## src/rtl/decode_issue_stage.sv

```systemverilog
// decode_issue_stage: RV32I decode, register read and immediate generation into the ID/EX register.
// Optional DECODE_ILLEGAL_TRAP_EN adds an illegal output that flags unsupported encodings.
module decode_issue_stage #(
  parameter int XLEN = 32,
  parameter int LOAD_STALL = 2
) (
  input  logic            clk,
  input  logic            reset,
  input  logic            instr_valid,
  input  logic [31:0]     instr,
  input  logic [XLEN-1:0] pc_in,
  input  logic            flush,
  input  logic            wb_en,
  input  logic [4:0]      wb_addr,
  input  logic [XLEN-1:0] wb_data,
  output logic            stall,
  output logic [11:0]     operation,
  output logic [XLEN-1:0] rs1,
  output logic [XLEN-1:0] rs2,
  output logic [XLEN-1:0] imm,
  output logic [1:0]      need_forward,
  output logic [XLEN-1:0] pc,
  output logic [4:0]      rd_addr,
  output logic            reg_write,
  output logic            mem_read,
  output logic            mem_write,
`ifdef DECODE_ILLEGAL_TRAP_EN
  output logic            illegal,
`endif
  output logic            valid
);
  localparam logic [6:0] OP = 7'b0110011, OPI = 7'b0010011, LD = 7'b0000011, ST = 7'b0100011;
  localparam logic [6:0] BR = 7'b1100011, JAL = 7'b1101111, JALR = 7'b1100111;
  logic [XLEN-1:0] rf [32];
  logic [1:0] cnt;
  logic [6:0] opc;
  logic [2:0] f3;
  logic [4:0] ra, rb;
  logic is_op, is_opi, is_ld, is_st, is_br, is_jal, is_jalr, is_shift;
  logic use_a, use_b, fwd_ok, hazard, issue, iss, ill;
  logic [1:0] op_hi;
  logic [XLEN-1:0] rd_a, rd_b, imm_d;
  assign opc = instr[6:0];
  assign f3 = instr[14:12];
  assign ra = instr[19:15];
  assign rb = instr[24:20];
  assign is_op = opc == OP;
  assign is_opi = opc == OPI;
  assign is_ld = opc == LD;
  assign is_st = opc == ST;
  assign is_br = opc == BR;
  assign is_jal = opc == JAL;
  assign is_jalr = opc == JALR;
  assign is_shift = is_opi && f3[1:0] == 2'b01;
  assign use_a = is_op || is_opi || is_ld || is_st || is_br || is_jalr;
  assign use_b = is_op || is_br;
  // write-through so a same-cycle writeback is seen by the decoding instruction
  assign rd_a = ra == 5'd0 ? '0 : (wb_en && wb_addr == ra) ? wb_data : rf[ra];
  assign rd_b = rb == 5'd0 ? '0 : (wb_en && wb_addr == rb) ? wb_data : rf[rb];
  assign op_hi = {is_op && instr[30], is_opi && f3 == 3'b101 && instr[30]};
  assign imm_d = is_shift ? {{(XLEN-5){1'b0}}, instr[24:20]} :
                 (is_opi || is_ld || is_jalr) ? {{(XLEN-12){instr[31]}}, instr[31:20]} :
                 is_st ? {{(XLEN-12){instr[31]}}, instr[31:25], instr[11:7]} :
                 is_br ? {{(XLEN-12){instr[31]}}, instr[7], instr[30:25], instr[11:8], 1'b0} :
                 is_jal ? {{(XLEN-20){instr[31]}}, instr[19:12], instr[20], instr[30:21], 1'b0} : '0;
  assign fwd_ok = valid && reg_write && rd_addr != 5'd0 && !mem_read;
  assign hazard = instr_valid && valid && mem_read && rd_addr != 5'd0 &&
                  ((use_a && ra == rd_addr) || (use_b && rb == rd_addr));
  assign stall = hazard || cnt != 2'd0;
  assign issue = !flush && !stall && instr_valid;
`ifdef DECODE_ILLEGAL_TRAP_EN
  logic bad;
  assign bad = !(is_op || is_opi || is_ld || is_st || is_br || is_jal || is_jalr) ||
               (is_op && instr[31:25] != 7'b0000000 && instr[31:25] != 7'b0100000);
  assign iss = issue && !bad;
  assign ill = issue && bad;
`else
  assign iss = issue;
  assign ill = 1'b0;
`endif
  always_ff @(posedge clk)
    if (wb_en && wb_addr != 5'd0) rf[wb_addr] <= wb_data;
  always_ff @(posedge clk or negedge reset) begin
    if (!reset) begin
      cnt <= 2'd0;
      operation <= '0;
      rs1 <= '0;
      rs2 <= '0;
      imm <= '0;
      need_forward <= 2'b00;
      pc <= '0;
      rd_addr <= 5'd0;
      reg_write <= 1'b0;
      mem_read <= 1'b0;
      mem_write <= 1'b0;
      valid <= 1'b0;
`ifdef DECODE_ILLEGAL_TRAP_EN
      illegal <= 1'b0;
`endif
    end else begin
      cnt <= flush ? 2'd0 : hazard ? 2'(LOAD_STALL - 1) : cnt != 2'd0 ? cnt - 2'd1 : 2'd0;
      operation <= iss ? {op_hi, f3, opc} : '0;
      rs1 <= iss ? rd_a : '0;
      rs2 <= iss ? rd_b : '0;
      imm <= iss ? imm_d : '0;
      need_forward <= iss ? {fwd_ok && use_a && ra == rd_addr, fwd_ok && use_b && rb == rd_addr} : 2'b00;
      pc <= (iss || ill) ? pc_in : '0;
      rd_addr <= iss ? instr[11:7] : 5'd0;
      reg_write <= iss && (is_op || is_opi || is_ld || is_jal || is_jalr);
      mem_read <= iss && is_ld;
      mem_write <= iss && is_st;
      valid <= iss;
`ifdef DECODE_ILLEGAL_TRAP_EN
      illegal <= ill;
`endif
    end
  end
endmodule

```

## config.mk

```make
export PLATFORM = sky130hd
export DESIGN_NAME = decode_issue_stage
export DESIGN_NICKNAME = d
export VERILOG_FILES = /design/src/rtl/decode_issue_stage.sv
export SDC_FILE = /design/constraint.sdc
export NUM_CORES = 1
export LEC_CHECK = 0
export CAP_MARGIN = 20
export CORE_MARGIN = 3
export CORE_UTILIZATION = 55
export DETAILED_ROUTE_END_ITERATION = 8
export PLACE_DENSITY_LB_ADDON = 0.2
export SYNTH_ARGS = -nofsm -noshare
export SYNTH_HDL_FRONTEND = slang
export SYNTH_SLANG_ARGS = --single-unit
```

## constraint.sdc

```tcl
create_clock -name clk -period 3.74 [get_ports clk]
set_input_delay 0.748 -clock clk [delete_from_list [all_inputs] [get_ports clk]]
set_output_delay 0.748 -clock clk [all_outputs]
set_load 0.005 [all_outputs]
```

==> out/metrics.cfg, run 1 <==
[outcome]
outcome = completed

[cells_and_area]
final_util_pct = 65.9
design_area_um2 = 61800
area_growth_pct = 18.4
stdcell_count = 4488
drive_above_1_share_pct = 30.0
num-nets-final = 3232

[place]
dp.cells = 4248
gp_congestion = 0.912
post_dp_cell_area_um2 = 57400
portBuffers = 257
hpwlAfterDp_um = 97900

[synth]
yosys.area.top_type = edfxtp_1
netlist_area_um2 = 52200
ys_seq_elements = 1166
synth_edf_count = 1024
syn_inst = 2764
syn_area_per_cell_um2 = 18.9
synth-seq-area-share_pct = 65.7
yosysWarnings = 0
synth_top_area_share_pct = 58.9
synthTopCellsByArea = edfxtp_1 (59%), mux4_2 (22%), dfrtp_1 (6.8%)
ys_async_sr_fraction_pct = 12.2
synthFlopType = edfxtp_1
yosysUniqueCellTypes = 52

[floorplan]
dieWidth_um = 314
fp.coreArea_um2 = 93700
dieHeight_um = 314
dieArea_um2 = 98600
rows = 112
start_util_pct = 55.7
io_pins = 258

[timing]
rsz0062_at_grt = false
fin_crit_sh_pct = 97.4
tightest_slew_ps = 1090
fmax_mhz = 275
hold_viol = 0
slew_violations = 0
holdWs_ps = 156
setup_tns_ps = 0
setup_violations = 0
max_slew_margin_pct = 27.4
finalCriticalPeriod_ps = 3640
finClkSkew_ps = 34.2

[worst_setup_path]
crit_arrival_ps = 2890
crit-reg2reg-launch = rd_addr[2]$_DFF_PN0_
rr_worst_depth = 7
startpoint = instr[1]
end_kind = output pin
r2r_slack_ps = 1100
criticalPathCategory = in -> out
worst_setup_path_start_kind = input port
r2r-end = rs2[7]$_DFF_PN0_
cp_data_required_time_ps = 2990
worst-path-max-fanout = 4
endpoint = stall

[detailed_routing]
drcViolationCount = 0
routedWlPerCell_um = 36.4
drt-vias-per-instance = 7.26
routed_wl_um = 164000
vias = 32600
drt_iter0_drc = 4894
drt_pass1_iterations = 6
drtAntennaViolNets = 0

[clock_network]
hold_buffers = 0
htree_levels = 3
clockRootBuffer = clkbuf_16
cts_tree = built
clock-sinks = 1166
post_cts_buffers = 0
cts_made_buffers = 119
clkTransAtPathRegs_ps = 60
clockBufferDepth = 3
clock_latency_ps = 710

[pwr]
power.leakage_nw = 20.2
switching_power_mw = 6.63
pwr-share-comb_pct = 8.8
power.share.clock_pct = 42.0
powerDensity_nw_per_um2 = 478
vdd_drop_max_v = 0.000487
internal_power_mw = 22.9
sw_frac_of_total_pct = 22.5
power_frac_seq_pct = 49.3

[global_route]
grt_pass1_vias = 33000
overflow = 0
grt_antenna_before_repair = 11
grt_max_degree = 105
grtUsageTotal_pct = 33.3
grt_pass1_wl_um = 233000

[hold_path]
hp-class = in -> async

[run]
maxCapViolCount = 0

[placed cells by master, fill, tap and decap left out, types with 7 or more instances in the layout]
master / instances
nand2_1: 45
clkinv_2: 19
nor2_1: 73
a211oi_1: 33
clkinvlp_4: 8
clkbuf_8: 14
clkinv_1: 13
buf_12: 41
o22ai_1: 125
clkdlybuf4s50_1: 246
nor3_1: 105
nor2_4: 33
bufinv_16: 13
nor3b_1: 48
nor4b_1: 7
xor2_1: 13
edfxtp_1: 1024
xnor2_1: 8
mux2i_1: 8
buf_4: 159
clkbuf_1: 24
conb_1: 32
nand3_1: 13
buf_8: 8
dfrtp_1: 142
a21oi_1: 42
clkbuf_16: 127
nor2b_1: 7
nor4_1: 77
mux4_2: 509
a22oi_1: 130
[synthesized netlist by cell type, types with 33 or more instances]
cell,instances
nor2_1,106
nor4_1,77
nor3_1,105
mux4_2,509
nor3b_1,48
a21oi_1,42
buf_2,81
buf_4,60
a22oi_1,130
a211oi_1,33
o22ai_1,125
nand2_1,45
clkbuf_1,99
dfrtp_1,142
edfxtp_1,1024
[repair_timing]
item,4_1_cts,5_1_grt
gates cloned,0,0
pin swaps,0,1
setup endpoints to repair,1,1
gates resized for setup,1,3
[state kept, by name (all words and copies together), names as in the netlist]
| register | flops |
|---|---|
| rf | 1024 |
| rs1 | 32 |
| rd_addr | 5 |
| cnt | 2 |
| imm | 21 |
| valid | 1 |
| need_forward | 2 |
| operation | 12 |
| mem_read | 1 |
| pc | 32 |
| rs2 | 32 |
| mem_write | 1 |
| reg_write | 1 |
[power by group through the flow]
stage                     Clock, mW  Sequential [mW]  Combinational, mW
after detailed placement          0             14.8               2.52
after floorplan                   0             14.7               1.40
final                          12.4             14.5               2.59
after global placement            0             14.8               2.47
after global routing           13.0             14.5               2.71
after CTS                      12.5             14.5               2.53
[cells by family (layout without fill, tap and decap cells)]
family          count (synthesis)  count (layout)  share of synthesized area [%]
flops                        1166            1166                           65.7
mux                           519             519                           22.2
simple gates                  454             454                           4.65
compound gates                345             345                           4.50
buf+inv                       258             695                           2.58
xor+xnor                       21              21                          0.352
other cells                     1              34                        0.00719
[metal layers]
layer	track usage, %	vias to the layer above	part of all wire, %
li1	-	12500	-
met1	45.0	16900	35
met5	0	-	0.053
met2	51.5	2725	47
met4	13.0	14	4.1
met3	9.99	457	14
[critical path, cell delays in order]
cell,delay (ps)
clkdlybuf4s50_1,500
nor4bb_4,320
nand3_1,130
or3_1,390
a21oi_4,170
or3_1,130
clkdlybuf4s50_1,500
[through the flow]
step / setup WS (ps) / power [mW]
floorplan: 622 / 16.1
global placement: -33.5 / 17.2
detailed placement: -23.2 / 17.3
CTS: 4.68 / 29.5
global route: 12.1 / 30.3
finish: 97.1 / 29.5
[area by class of cell]
type                            instances  area (um2)
Multi-Input combinational cell       1371       17000
Timing Repair Buffer                  465        4810
Sequential cell                      1166       34300
Clock inverter                         63         679
Fill cell                            6090       32000
Clock buffer                          164        3440
Inverter                                3        11.3
Tap cell                             1254        1570
Antenna cell                            2        5.00
[worst min path at each step]
stage | from | end | slack (ps) | depth (start not counted)
floorplan | reset | cnt[0]$_DFF_PN0_ | 450 | 0
global placement | cnt[1]$_DFF_PN0_ | cnt[1]$_DFF_PN0_ | 550 | 2
detailed placement | cnt[1]$_DFF_PN0_ | cnt[1]$_DFF_PN0_ | 560 | 2
CTS | reset | rs2[29]$_DFF_PN0_ | 170 | 1
global route | reset | valid$_DFF_PN0_ | 230 | 1
finish | reset | need_forward[1]$_DFF_PN0_ | 160 | 1
Power figures use the tool's default switching activity.
==> run 2: changes to the inputs <==
Settings changed: PLACE_DENSITY from default to 0.74, PLACE_DENSITY_LB_ADDON 0.2 to default.
==> run 2 against run 1 <==
Effect of this change: combinational power about the same; critical path type unchanged; clock-buffer cell count shrank 11; flip-flop and latch count did not move; clock skew rose by 8.2 ps; first-iteration DRC count increased by 5.9%; largest cell class unchanged; worst setup slack better by 260 ps; worst hold slack improved by 26 ps; clock power down 5%; sequential share of layout area up 0.30 points; cell area fell by 0.53%; highest routed layer is now met4; register-to-register slack better by 20 ps.
==> out/metrics.cfg, run 2 (synthesis gave the netlist of run 1 again) <==
[outcome]
outcome = completed

[timing]
holdWs_ps = 182
slew_violations = 0
hold_viol = 0
rsz0062_at_grt = false
finClkSkew_ps = 42.4
setup_violations = 0
tightest_slew_ps = 1060
max_slew_margin_pct = 29.4
fmax_mhz = 295
setup_tns_ps = 0
fin_crit_sh_pct = 90.5
finalCriticalPeriod_ps = 3390
fin_ws_ps = 355

[cells_and_area]
final_common_cell = edfxtp_1
largest_reg_flops = 1024
mostFrequentLayoutCells = edfxtp_1 (1,024), mux4_2 (509), clkdlybuf4s50_1 (246), buf_4 (152), dfrtp_1 (142)
top_register = rf
design_area_um2 = 61400
num-nets-final = 3219
area_growth_pct = 17.8
final.fill_count = 6058
stdcell_count = 4466
drive_above_1_share_pct = 29.5
final_util_pct = 65.5

[floorplan]
dieHeight_um = 314
start_util_pct = 55.7
dieArea_um2 = 98600
dieWidth_um = 314
rows = 112
fp.coreArea_um2 = 93700
io_pins = 258

[global_route]
grt_max_degree = 142
grt_pass1_wl_um = 232000
grt_antenna_before_repair = 3
grt_pass1_vias = 33300
overflow = 0
grtUsageTotal_pct = 33.1

[detailed_routing]
drcViolationCount = 0
routedWlPerCell_um = 36.3
routed_wl_um = 162000
drtAntennaViolNets = 0
drt-vias-per-instance = 7.31
drt_pass1_iterations = 6
vias = 32600
drt_iter0_drc = 5183

[worst_setup_path]
rr_worst_depth = 7
slowest_delay_ps = 530
crit_arrival_ps = 2640
worst_setup_path_start_kind = input port
worstPathCellList = clkdlybuf4s50_1 > buf_6 > nand4bb_1 > a21oi_1 > buf_4 > o2111ai_4 > a21oi_4 > or3_1 > dlymetal6s2s_1
end_kind = output pin
critPathSlowestCell = clkdlybuf4s50_1
cp_data_required_time_ps = 2990
criticalPathCategory = in -> out
worst-path-max-fanout = 6

[place]
gp_congestion = 0.920
dp.cells = 4243
portBuffers = 257
post_dp_cell_area_um2 = 57400
hpwlAfterDp_um = 97600
pre_cts_ws_ps = -45.7

[pwr]
powerDensity_nw_per_um2 = 471
power.leakage_nw = 20.0
p_total_mw = 28.9
vdd_drop_max_v = 0.000447

[clock_network]
clock-sinks = 1166
cts_made_buffers = 115
clock_latency_ps = 710
htree_levels = 3
clkTransAtPathRegs_ps = 60
clockBufferDepth = 3
cts_tree = built
clockRootBuffer = clkbuf_16
hold_buffers = 0

[run]
maxCapViolCount = 0

[hold_path]
hp-class = in -> async

-- run 2: cell count changes in the layout (fill, tap and decap cells not counted), moves of 3 or more --
cell,change
clkbuf_8,-8
buf_4,-7
clkbuf_16,-7
inv_4,-5
and2_1,+3
and2_2,-3
clkinv_4,+3
inv_16,+3
-- run 2: final timing paths --
check / slack, ps / start / to
setup / recovery: 350 / instr[3] / stall
hold reg to reg: 570 / cnt[1]$_DFF_PN0_ / cnt[1]$_DFF_PN0_
min in group clk: 570 / instr[24] / need_forward[0]$_DFF_PN0_
hold / removal: 180 / reset / imm[7]$_DFF_PN0_
setup reg to reg: 1120 / rd_addr[2]$_DFF_PN0_ / rs2[3]$_DFF_PN0_
max in group asynchronous: 2670 / reset / rs1[3]$_DFF_PN0_
-- run 2: layout make-up --
cell class / count / area [um2] / area share (%)
clock inverters: 61 / 684 / 1.11
diodes: 2 / 5.00 / 0.00815
multi-input cells: 1371 / 17000 / 27.6
clock buffers: 153 / 3190 / 5.19
inverters: 3 / 11.3 / 0.0183
well taps: 1254 / 1570 / 2.55
repair buffers: 456 / 4710 / 7.67
flip-flops and latches: 1166 / 34300 / 55.8
-- run 2: per-layer routing --
metal | GRT usage, % | share of wire [%] | up-vias
li1 | - | - | 12500
met1 | 44.1 | 34 | 16800
met2 | 51.2 | 47 | 2875
met3 | 10.0 | 14 | 483
met4 | 14.0 | 4.9 | 0
met5 | 0 | 0 | -
-- run 2: power breakdown --
part	total, mW	internal, mW	switching, mW
Sequential	14.5	14.4	0.120
Combinational	2.60	1.14	1.46
Clock	11.8	6.79	5.03
Total	28.9	22.3	6.60
-- run 2: critical path: cells and delay by family --
family,cells,cell delay [ps]
AOI/OAI and AO/OA,3,400
buffers and inverters,4,990
and+or+nand+nor,2,510
-- run 2: timing repair --
action / 4_1_cts / 5_1_grt
pin swaps: 0 / 5
endpoints found under the setup margin: 1 / 1
endpoints found under the hold margin: 0 / 0
gates resized for setup: 3 / 4
setup buffers: 0 / 1
